<file path="src/rtl/riscv_cache_writebuffer.sv">
// riscv_cache_writebuffer: store write buffer in front of the cache data/tag memories.
// CPU store hits are queued in a DEPTH-entry FIFO. The oldest entry is presented
// as a memory write and retires in any cycle without a memory read.
// Optional store merging into the tail entry is enabled by defining RISCV_WB_MERGE_EN.
//
// Handshakes:
//   Push side: push_i is the valid and ~full_o is the ready. A store is taken when
//   both are high. With merging enabled, a store may also be taken while full_o is
//   high if it merges into the tail entry.
//   Pop side: writebuffer_we_o is the valid and ~rreq_i is the ready. The head
//   entry retires at the clock edge when both are high.
module riscv_cache_writebuffer #(
   parameter int XLEN          = 32,
   parameter int WAYS          = 2,
   parameter int IDX_BITS      = 6,
   parameter int DAT_OFFS_BITS = 2,
   parameter int DEPTH         = 4
) (
   input  logic                       clk_i,
   input  logic                       rst_ni,
   input  logic                       push_i,
   input  logic [IDX_BITS-1:0]        push_idx_i,
   input  logic [DAT_OFFS_BITS-1:0]   push_offs_i,
   input  logic [XLEN/8-1:0]          push_be_i,
   input  logic [XLEN-1:0]            push_data_i,
   input  logic [WAYS-1:0]            push_ways_hit_i,
   input  logic                       rreq_i,
   input  logic [IDX_BITS-1:0]        rd_idx_i,
   output logic                       writebuffer_we_o,
   output logic [XLEN/8-1:0]          writebuffer_be_o,
   output logic [IDX_BITS-1:0]        writebuffer_idx_o,
   output logic [DAT_OFFS_BITS-1:0]   writebuffer_offs_o,
   output logic [XLEN-1:0]            writebuffer_data_o,
   output logic [WAYS-1:0]            writebuffer_ways_hit_o,
   output logic                       hazard_o,
   output logic                       full_o,
   output logic                       empty_o,
   output logic [$clog2(DEPTH):0]     count_o
);

   localparam int PW = $clog2(DEPTH);
   localparam int CW = PW + 1;
   localparam int BW = XLEN / 8;

   logic [PW-1:0]            rd_ptr_q, rd_ptr_d;
   logic [PW-1:0]            wr_ptr_q, wr_ptr_d;
   logic [CW-1:0]            count_q, count_d;
   logic [DEPTH-1:0]         valid_q, valid_d;
   logic [IDX_BITS-1:0]      idx_q  [DEPTH];
   logic [IDX_BITS-1:0]      idx_d  [DEPTH];
   logic [DAT_OFFS_BITS-1:0] offs_q [DEPTH];
   logic [DAT_OFFS_BITS-1:0] offs_d [DEPTH];
   logic [BW-1:0]            be_q   [DEPTH];
   logic [BW-1:0]            be_d   [DEPTH];
   logic [XLEN-1:0]          data_q [DEPTH];
   logic [XLEN-1:0]          data_d [DEPTH];
   logic [WAYS-1:0]          ways_q [DEPTH];
   logic [WAYS-1:0]          ways_d [DEPTH];

   logic empty, full, pop, accept;
`ifdef RISCV_WB_MERGE_EN
   logic          merge;
   logic [PW-1:0] tail_ptr;
`endif

   // Full/empty come from the occupancy count, never from pointer equality.
   assign empty = (count_q == '0);
   assign full  = (count_q == CW'(DEPTH));

   // Next-state logic: retire head, merge into tail, allocate new entry.
   always_comb begin
      rd_ptr_d = rd_ptr_q;
      wr_ptr_d = wr_ptr_q;
      valid_d  = valid_q;
      idx_d    = idx_q;
      offs_d   = offs_q;
      be_d     = be_q;
      data_d   = data_q;
      ways_d   = ways_q;

      // Same condition the memory uses to perform the write, so each entry is written once.
      pop = ~empty & ~rreq_i;

`ifdef RISCV_WB_MERGE_EN
      // The tail may only absorb a store if it is not the head that is leaving this cycle.
      tail_ptr = wr_ptr_q - PW'(1);
      merge    = push_i & ~empty
               & ((tail_ptr != rd_ptr_q) | ~pop)
               & (idx_q[tail_ptr]  == push_idx_i)
               & (offs_q[tail_ptr] == push_offs_i)
               & (ways_q[tail_ptr] == push_ways_hit_i);
      accept   = push_i & ~full & ~merge;
      if (merge) begin
         be_d[tail_ptr] = be_q[tail_ptr] | push_be_i;
         for (int b = 0; b < BW; b++) begin
            if (push_be_i[b]) data_d[tail_ptr][b*8 +: 8] = push_data_i[b*8 +: 8];
         end
      end
`else
      // full_o is taken before any same-cycle pop, so a push into a full buffer is dropped.
      accept = push_i & ~full;
`endif

      if (pop) begin
         valid_d[rd_ptr_q] = 1'b0;
         rd_ptr_d          = rd_ptr_q + PW'(1);
      end
      if (accept) begin
         valid_d[wr_ptr_q] = 1'b1;
         idx_d[wr_ptr_q]   = push_idx_i;
         offs_d[wr_ptr_q]  = push_offs_i;
         be_d[wr_ptr_q]    = push_be_i;
         data_d[wr_ptr_q]  = push_data_i;
         ways_d[wr_ptr_q]  = push_ways_hit_i;
         wr_ptr_d          = wr_ptr_q + PW'(1);
      end
      count_d = count_q + CW'(accept) - CW'(pop);
   end

   // Control state with synchronous active-low reset; reset discards all pending stores.
   always_ff @(posedge clk_i) begin
      if (!rst_ni) begin
         rd_ptr_q <= '0;
         wr_ptr_q <= '0;
         count_q  <= '0;
         valid_q  <= '0;
      end else begin
         rd_ptr_q <= rd_ptr_d;
         wr_ptr_q <= wr_ptr_d;
         count_q  <= count_d;
         valid_q  <= valid_d;
      end
   end

   // Entry payload storage; contents are only meaningful where the valid bit is set.
   always_ff @(posedge clk_i) begin
      idx_q  <= idx_d;
      offs_q <= offs_d;
      be_q   <= be_d;
      data_q <= data_d;
      ways_q <= ways_d;
   end

   // Read-after-write hazard: any pending entry at the read index, including a head popping now.
   always_comb begin
      hazard_o = 1'b0;
      for (int i = 0; i < DEPTH; i++) begin
         if (valid_q[i] && (idx_q[i] == rd_idx_i)) hazard_o = 1'b1;
      end
   end

   assign writebuffer_we_o       = ~empty;
   assign writebuffer_be_o       = be_q[rd_ptr_q];
   assign writebuffer_idx_o      = idx_q[rd_ptr_q];
   assign writebuffer_offs_o     = offs_q[rd_ptr_q];
   assign writebuffer_data_o     = data_q[rd_ptr_q];
   assign writebuffer_ways_hit_o = ways_q[rd_ptr_q];
   assign full_o                 = full;
   assign empty_o                = empty;
   assign count_o                = count_q;

endmodule

</file>
<file path="config.mk">
export PLATFORM = sky130hd
export DESIGN_NAME = riscv_cache_writebuffer
export DESIGN_NICKNAME = d
export VERILOG_FILES = /design/src/rtl/riscv_cache_writebuffer.sv
export SDC_FILE = /design/constraint.sdc
export NUM_CORES = 1
export LEC_CHECK = 0
export ABC_AREA = 1
export CORE_MARGIN = 10
export CORE_UTILIZATION = 50
export CTS_CLUSTER_SIZE = 20
export DETAILED_ROUTE_END_ITERATION = 8
export PLACE_DENSITY_LB_ADDON = 0.2
export SYNTH_ARGS = -nofsm -noshare
export SYNTH_HDL_FRONTEND = slang
export SYNTH_SLANG_ARGS = --single-unit
export TNS_END_PERCENT = 1
</file>
<file path="constraint.sdc">
create_clock -name clk_i -period 2.4 [get_ports clk_i]
set_clock_uncertainty 0.05 [all_clocks]
set_input_delay 0.36 -clock clk_i [delete_from_list [all_inputs] [get_ports clk_i]]
set_output_delay 0.36 -clock clk_i [all_outputs]
set_load 0.01 [all_outputs]
</file>
* Word level (Yosys, flattened, before mapping)
Index checks and enable logic that the tools add are counted.
** Storage, ports and cells
- Register bits :: 195
- Bits in latches :: 0
- Memory bits (writable) :: 0
- Bits in read-only memories :: 0
- Bits of input ports :: 56
- Output and inout port bits :: 53
- Logic and storage cells :: 96
- Memories kept :: 0
** Cells by class
- $add $sub $neg :: 4
- Multipliers :: 0
- Divide/modulo/power cells :: 0
- $lt $le $gt $ge :: 7
- Equal/unequal tests :: 5
- Shift operators :: 0
- Muxes and demuxes :: 38
- Bitwise gates (word level) :: 10
- Reduce and logical (&&, ||, !) cells :: 8
** Operators by type and width (count)
- $bwmux 128 :: 1
- $mux 32 :: 3
- $bmux 32 s2 :: 1
- $demux 32 s2 :: 1
- $bwmux 24 :: 1
- $eq 6x6->1 :: 4
- $mux 4 :: 5
- $mux 6 :: 3
- $bwmux 16 :: 1
- $bwmux 8 :: 2
- $bmux 6 s2 :: 1
- $demux 6 s2 :: 1
- $mux 2 :: 5
- $bmux 2 s2 :: 2
- $bmux 4 s2 :: 1
- $demux 4 s2 :: 1
- $logic_and 1x1->1 :: 7
- $ge 3x3->1 const B :: 2
- $lt 2x3->1 const B :: 2
- $mux 1 :: 6
- $not 2->3 :: 2
- $add 2x1->2 const B :: 2
- $and 4x4->4 :: 1
- $demux 1 s2 :: 2
- 11 further kinds :: 15

* Logic depth before layout (Yosys ltp)
Gate-level depths: netlist of the first run.
- Depth in word-level cells :: 9
- Mapped depth :: 10
- Depth with buffers taken out :: 10

* Least setup slack after synthesis of the first run
No wires, ideal clock.
- Path kind :: flip-flop to flip-flop
- From :: register count_q[1], in the netlist count_o[1]
- To :: register be_q[0] (netlist name), enable pin
- Library setup time :: 0.400 ns
- Arrival :: 1.685 ns
- Required time :: 1.950 ns
- Setup slack :: 0.264 ns
- Cell stages (with the launch flop) :: 7
- Path buffers :: 0
- Period minus slack after synthesis :: 2.136 ns
- Path through :: dfxtp_1 -> inv_2 -> nand3_2 -> nand2_2 -> inv_2 -> nand2_1 -> inv_1
** Between the ends
- Word-level cells in the longest chain between the ends :: 3
** Ends and longest elaborated chain
- start: declaration :: RTL line 47 : logic [CW-1:0] count_q, count_d;
- start signal: assignment :: RTL line 130 : count_q <= count_d;
- $eq 3x3->1 :: RTL line 68 : assign full = (count_q == CW'(DEPTH));
- $not 1->1 :: RTL line 101 : accept = push_i & ~full;
- $and 1x1->1 :: RTL line 101
- end signal: assignment :: RTL line 139 : be_q <= be_d;
- end: declaration :: RTL line 53 : logic [BW-1:0] be_q [DEPTH];
Every way passes these cells.
A chain may end at the register's enable or synchronous reset.

* Worst setup path in the final report of the first run
- From :: register rd_ptr_q[0]
- To :: output port writebuffer_data_o[24]
** Between the ends
- Word-level cells in the longest chain between the ends :: 4
** Ends and longest elaborated chain
- start: declaration :: RTL line 45 : logic [PW-1:0] rd_ptr_q, rd_ptr_d;
- start signal: assignment :: RTL line 128 : rd_ptr_q <= rd_ptr_d;
- $not 2->3 (implied by the code) :: RTL line 156 : assign writebuffer_data_o = data_q[rd_ptr_q];
- $bmux 32 s2 :: RTL line 156
- $mux 32 (implied by the code) (2 in series) :: RTL line 156
- end: declaration :: RTL line 33 : output logic [XLEN-1:0] writebuffer_data_o,
Every way passes these cells. The select of a mux whose other input is x is not followed.

==> impl_metrics.toml, run 1 <==
[timing]
finalHoldViolCount = 0
fin_setup_tns_ps = 0
finalMaxSlewViolations = 0
timing.fmax_ghz = 0.422
rsz0062_at_grt = "true"
worstMarginPinSlew_ps = 276
relSlewSlack = 0.816
holdWs_ps = 431
finalCritPeriodShare = 0.988
setup_viol = 0
period_needed_ps = 2370

[cells_and_area]
seqCellArea_um2 = 5750
area_delta_synth_final_pct = 25.3
drive_gt1_frac = 0.0934
layout_commonest_cell = "edfxtp_1"
final_cell_mix = "edfxtp_1, nor2_1, nand2_1"
fill_cells = 1128
multi_input_area_um2 = 1770
fin_nets = 815
antenna_cells = 0

[worst_setup_path]
worst_setup_path_start_kind = "flip-flop"
cp.arrival_ps = 1960
crit_fanout = 27
critPathMaxStageDelay_ps = 580
worstSetupEndpointType = "output pin"
cp_slowest_cell = "clkdlybuf4s50_1"
cp.buffers_inverters = 2
path_delay_family = "buffers and inverters"
path_cells = "buf_8 > o21ai_0 > o22ai_1 > clkdlybuf4s50_1"
required_ps = 1990
crit_type = "flip-flop to output pin"

[floorplanning]
dieArea_um2 = 21200
placementRows = 45
io_pins = 109
fp.dieW_um = 146
die_y_um = 146
core_area_um2 = 15300
start_util = 0.515

[logic_synthesis]
synthTopCellsByArea = "edfxtp_1, nor2_1, o21ai_0, nand2_1, o22ai_1"
yosysTopAreaCell = "edfxtp_1"
syn_area_um2 = 7890
syn_inst = 631
synth.yosys.seq_area_share = 0.729
synth.net_count = 698
yosys_warnings = 0
syn_avg_cell_area_um2 = 12.5
ys_types = 24
ys_ff_latch = 195
netlist.area_leader.share = 0.701

[grt]
grt_pass1_vias = 5356
grt_pass1_wl_mm = 28.4
grt_max_degree = 41
antenna_found_initial = 0
grt_usage = 0.168
grt-ovfl-total = 0

[clock_tree]
clock_sinks = 195
clock_latency_ps = 430
post_cts_buffers = 0
cts_tree = "built"
cts-root-buf = "clkbuf_16"
htree_levels = 4
numCtsBuffers = 17
clk_path_buf_depth = 2
clk_pin_slew_ps = 70

[placed_design]
io_buffers = 108
place_congestion = 0.864
place_hpwl_mm = 11.3

[routing]
drtIter0Drc = 449
drt_first_pass_iters = 4
postRouteWirelength_mm = 17.8
wire_per_inst_um = 18.3
drtAntennaViolNets = 0
routed_via_density = 5.26
vias = 5111
remaining_drc_errors = 0

[power_and_ir_drop]
seqPwrFrac = 0.420
vdd_drop_max_v = 0.000707
sw_frac_of_total = 0.317
power_leakage_nw = 3.69
p_comb_frac = 0.316
power.internal_mw = 6.90
p_sw_mw = 3.20
clockPowerShare = 0.264
power.density_nw_per_um2 = 1020
power_mw = 10.1

[hold_path]
hp-class = "flip-flop to flip-flop"

[run]
maxCapViolCount = 0

[outcome]
outcome = "complete, no violations"
==> worst reg2reg max path, stage by stage (launching register included) <==
cell     delay [ps]
dfxtp_1         350
inv_2           100
nand3_2         100
nand2_2         130
inv_2            80
ha_1            270
inv_1            40
ha_1            180
fa_1            390
xor2_1          190
nor2_1           50
==> area by class of cell <==
cell class | instances | area share
Clock buffer | 17 | 0.0430
Sequential cell | 195 | 0.582
Tap cell | 211 | 0.0267
Timing Repair Buffer | 127 | 0.138
Multi-Input combinational cell | 360 | 0.179
Clock inverter | 14 | 0.0129
Inverter | 47 | 0.0186
==> metrics by stage <==
step | cells | setup WS, ps | utilization | instance area [um^2]
6_report | 971 | 29.4 | 0.645 | 9880
5_1_grt | 971 | -47.9 | 0.645 | 9880
4_1_cts | 971 | -14.4 | 0.644 | 9860
3_5_place_dp | 940 | -30.9 | 0.609 | 9330
3_3_place_gp | 940 | -15.6 | 0.609 | 9330
2_1_floorplan | 631 | 264 | - | 7890
==> flip-flops by register name (all words and copies together), names as in the netlist, 3 cells and up <==
name	cells
offs_q	8
data_q	128
valid_q	4
idx_q	24
ways_q	8
count_o	3
be_q	16
==> synth_stat cells <==
cell,number
a21boi_0,1
a21boi_1,2
a21oi_1,18
a21oi_2,4
buf_2,17
buf_4,8
buf_6,4
dfxtp_1,11
edfxtp_1,184
fa_1,1
ha_1,10
inv_1,37
inv_2,9
inv_4,1
nand2_1,74
nand2_2,2
nand3_1,4
nand3_2,2
nor2_1,103
o21ai_0,67
o21ai_1,27
o22ai_1,41
xnor2_1,2
xor2_1,2
==> kinds of logic after synthesis <==
logic type | synth area share
flip-flops | 0.729
AND/OR/NAND/NOR | 0.0909
AO/OA/AOI/OAI | 0.111
buffers and inverters | 0.0468
adder cells (fa/ha/maj) | 0.0184
XOR/XNOR | 0.00444
==> routing by layer <==
| layer | global-route usage | vias to the layer above | part of all wire |
|---|---|---|---|
| li1 | - | 2473 | - |
| met1 | 0.208 | 2508 | 0.44 |
| met2 | 0.280 | 119 | 0.50 |
| met3 | 0.0497 | 11 | 0.051 |
| met4 | 0.0501 | 0 | 0.0086 |
| met5 | 0 | - | 0 |
==> worst paths after layout <==
kind / startpoint / to / slack (ps) / cells after the start
worst max-delay path: rd_ptr_q[0] / writebuffer_data_o[24] / 30 / 4
worst min-delay path: valid_q[1] / valid_q[1] / 430 / 2
worst max register to register: count_o[1] / count_o[2] / 360 / 10
worst min register to register: valid_q[1] / valid_q[1] / 430 / 2
==> power by group through the flow <==
stage / logic [mW] / clock network [mW] / registers (mW)
final: 3.19 / 2.67 / 4.24
after global routing: 3.52 / 2.84 / 4.27
after CTS: 3.28 / 2.71 / 4.24
after global placement: 3.40 / 0 / 4.29
after detailed placement: 3.45 / 0 / 4.31
after floorplan: 1.72 / 0 / 4.29
==> timing repair <==
action / 4_1_cts / 5_1_grt
hold buffers: 0 / 0
resized for setup: 43 / 9
endpoints found under the setup margin: 44 / 13
pin swaps: 1 / 0
cloned: 0 / 0
No activity file was read; power rests on OpenSTA's default activity.
==> run 2, diff against run 1 <==
Settings changed: DONT_BUFFER_PORTS from default to 1, REMOVE_ABC_BUFFERS from default to 1.
==> impl_metrics.toml, run 2 (same netlist as run 1, synthesis figures left out) <==
[outcome]
outcome = "complete, no violations"

[timing]
rsz0062_at_grt = "false"
worst_slack_ps = 153
setup_viol = 0
finalMaxSlewViolations = 0
relSlewSlack = 0.683
worstMarginPinSlew_ps = 476
period_needed_ps = 2250
finalCritPeriodShare = 0.936
finalHoldViolCount = 0
timing.fmax_ghz = 0.445
holdWs_ps = 33.5

[clock_tree]
clock_latency_ps = 420
numCtsBuffers = 17
clk_pin_slew_ps = 70
clk_path_buf_depth = 2
post_cts_buffers = 0
cts_tree = "built"
htree_levels = 4
cts-root-buf = "clkbuf_16"
clock_sinks = 195

[grt]
grt_pass1_vias = 4802
antenna_found_initial = 0
grt_usage = 0.156
grt_max_degree = 90
grt-ovfl-total = 0
grt_pass1_wl_mm = 26.1

[worst_setup_path]
r2r_slack_ps = 330
crit_type = "flip-flop to output pin"
crit_fanout = 41
critPathMaxStageDelay_ps = 350
path_delay_family = "buffers and inverters"
worstSetupEndpointType = "output pin"
worst_setup_path_start_kind = "flip-flop"
cp_slowest_cell = "dfxtp_2"
rr_worst_depth = 10
cp.arrival_ps = 1840
path_cells = "inv_4 > buf_12 > o21ai_0 > o22ai_1"
cp.buffers_inverters = 2
r2r_start = "count_o[1]"
r2r_end = "count_o[2]"
required_ps = 1990

[floorplanning]
io_pins = 109
dieArea_um2 = 21200
start_util = 0.515
die_y_um = 146
fp.dieW_um = 146
core_area_um2 = 15300
placementRows = 45

[cells_and_area]
area_delta_synth_final_pct = 16.9
largest_registers = "data_q (128), idx_q (24), be_q (16)"
antenna_cells = 0
final_cell_mix = "edfxtp_1, nor2_1, nand2_1"
regMostFlops = "data_q"
layout_commonest_cell = "edfxtp_1"
drive_gt1_frac = 0.103
largest_reg_flops = 128
fin_nets = 751
fin_util = 0.602

[power_and_ir_drop]
clockPowerShare = 0.296
power_mw = 9.44
p_sw_mw = 3.06
power.density_nw_per_um2 = 1020
power_leakage_nw = 3.33
vdd_drop_max_v = 0.000505
sw_frac_of_total = 0.324
power.internal_mw = 6.38
seqPwrFrac = 0.450
p_comb_frac = 0.255

[hold_path]
min_to = "wr_ptr_q[0]"
whs_path_depth = 2
worstHoldStart = "rst_ni"
hp-class = "input pin to flip-flop"

[placed_design]
place_hpwl_mm = 10.1
post-place-ws_ps = 303
place_congestion = 0.848
io_buffers = 0

[routing]
routed_via_density = 5.43
drtIter0Drc = 334
drtAntennaViolNets = 0
vias = 4927
remaining_drc_errors = 0
wire_per_inst_um = 18.4
postRouteWirelength_mm = 16.7
drt_first_pass_iters = 4

[run]
maxCapViolCount = 0
-- run 2: cell types whose count changed in the layout (fill, tap and decap cells not counted), moves of 2 or more --
| cell | previous run | this run |
|---|---|---|
| inv_6 | 4 | 7 |
| dlygate4sd3_1 | 0 | 47 |
| dlygate4sd2_1 | 36 | 0 |
| clkinv_1 | 3 | 0 |
| dlymetal6s2s_1 | 8 | 0 |
| clkinvlp_4 | 3 | 1 |
| clkdlybuf4s50_1 | 64 | 0 |
| buf_4 | 5 | 10 |
| clkinv_2 | 0 | 2 |
| buf_12 | 12 | 6 |
-- run 2: layout make-up --
cell class,instances,area (um^2)
inverter,47,179
tap,211,264
timing repair buffer,63,666
multi-input combinational,360,1770
clock inverter,15,168
sequential,195,5750
fill,1189,6090
clock buffer,17,425
-- run 2: power by group through the flow --
stage	clock [mW]	sequential, mW	combinational (mW)
2_1_floorplan	0	4.40	1.43
3_3_place_gp	0	4.31	2.31
3_5_place_dp	0	4.32	2.36
4_1_cts	2.84	4.25	2.46
5_1_grt	2.99	4.27	2.69
6_report	2.79	4.24	2.40
-- run 2: what timing repair did --
action,in CTS,in global routing
hold endpoints to repair,187,0
gates resized for setup,0,0
hold buffers,47,0
-- run 2: worst max path at each step --
stage / end / from / cells past startpoint / slack, ps
after global routing: writebuffer_data_o[25] / rd_ptr_q[0] / 5 / 20
after floorplan: writebuffer_idx_o[1] / rd_ptr_q[0] / 4 / -770
after CTS: writebuffer_data_o[15] / rd_ptr_q[0] / 4 / 120
after detailed placement: count_o[2] / count_o[1] / 10 / 300
after global placement: count_o[2] / count_o[1] / 10 / 380
final: writebuffer_data_o[28] / rd_ptr_q[0] / 4 / 150
-- run 2: per-layer routing --
layer	wire (um)	global-route usage	vias to the layer above
li1	-	-	2344
met1	6840	0.184	2422
met2	8380	0.258	140
met3	1230	0.0553	21
met4	286	0.0576	0
met5	0	0	-
-- run 2: worst reg2reg max path, delay by kind of cell (launching register included) --
kind,cells,cell delay (ps)
adder cells (fa/ha/maj),3,830
AND/OR/NAND/NOR,3,330
flip-flops,1,370
XOR/XNOR,1,160
buffers and inverters,3,230
-- run 2: stage by stage --
stage                     setup TNS, ps  instances  instance area [um^2]
after floorplan                  -34300        602                  7700
after global placement                0        829                  8160
after detailed placement              0        829                  8160
after CTS                             0        908                  9220
after global routing                  0        908                  9220
final                                 0        908                  9220
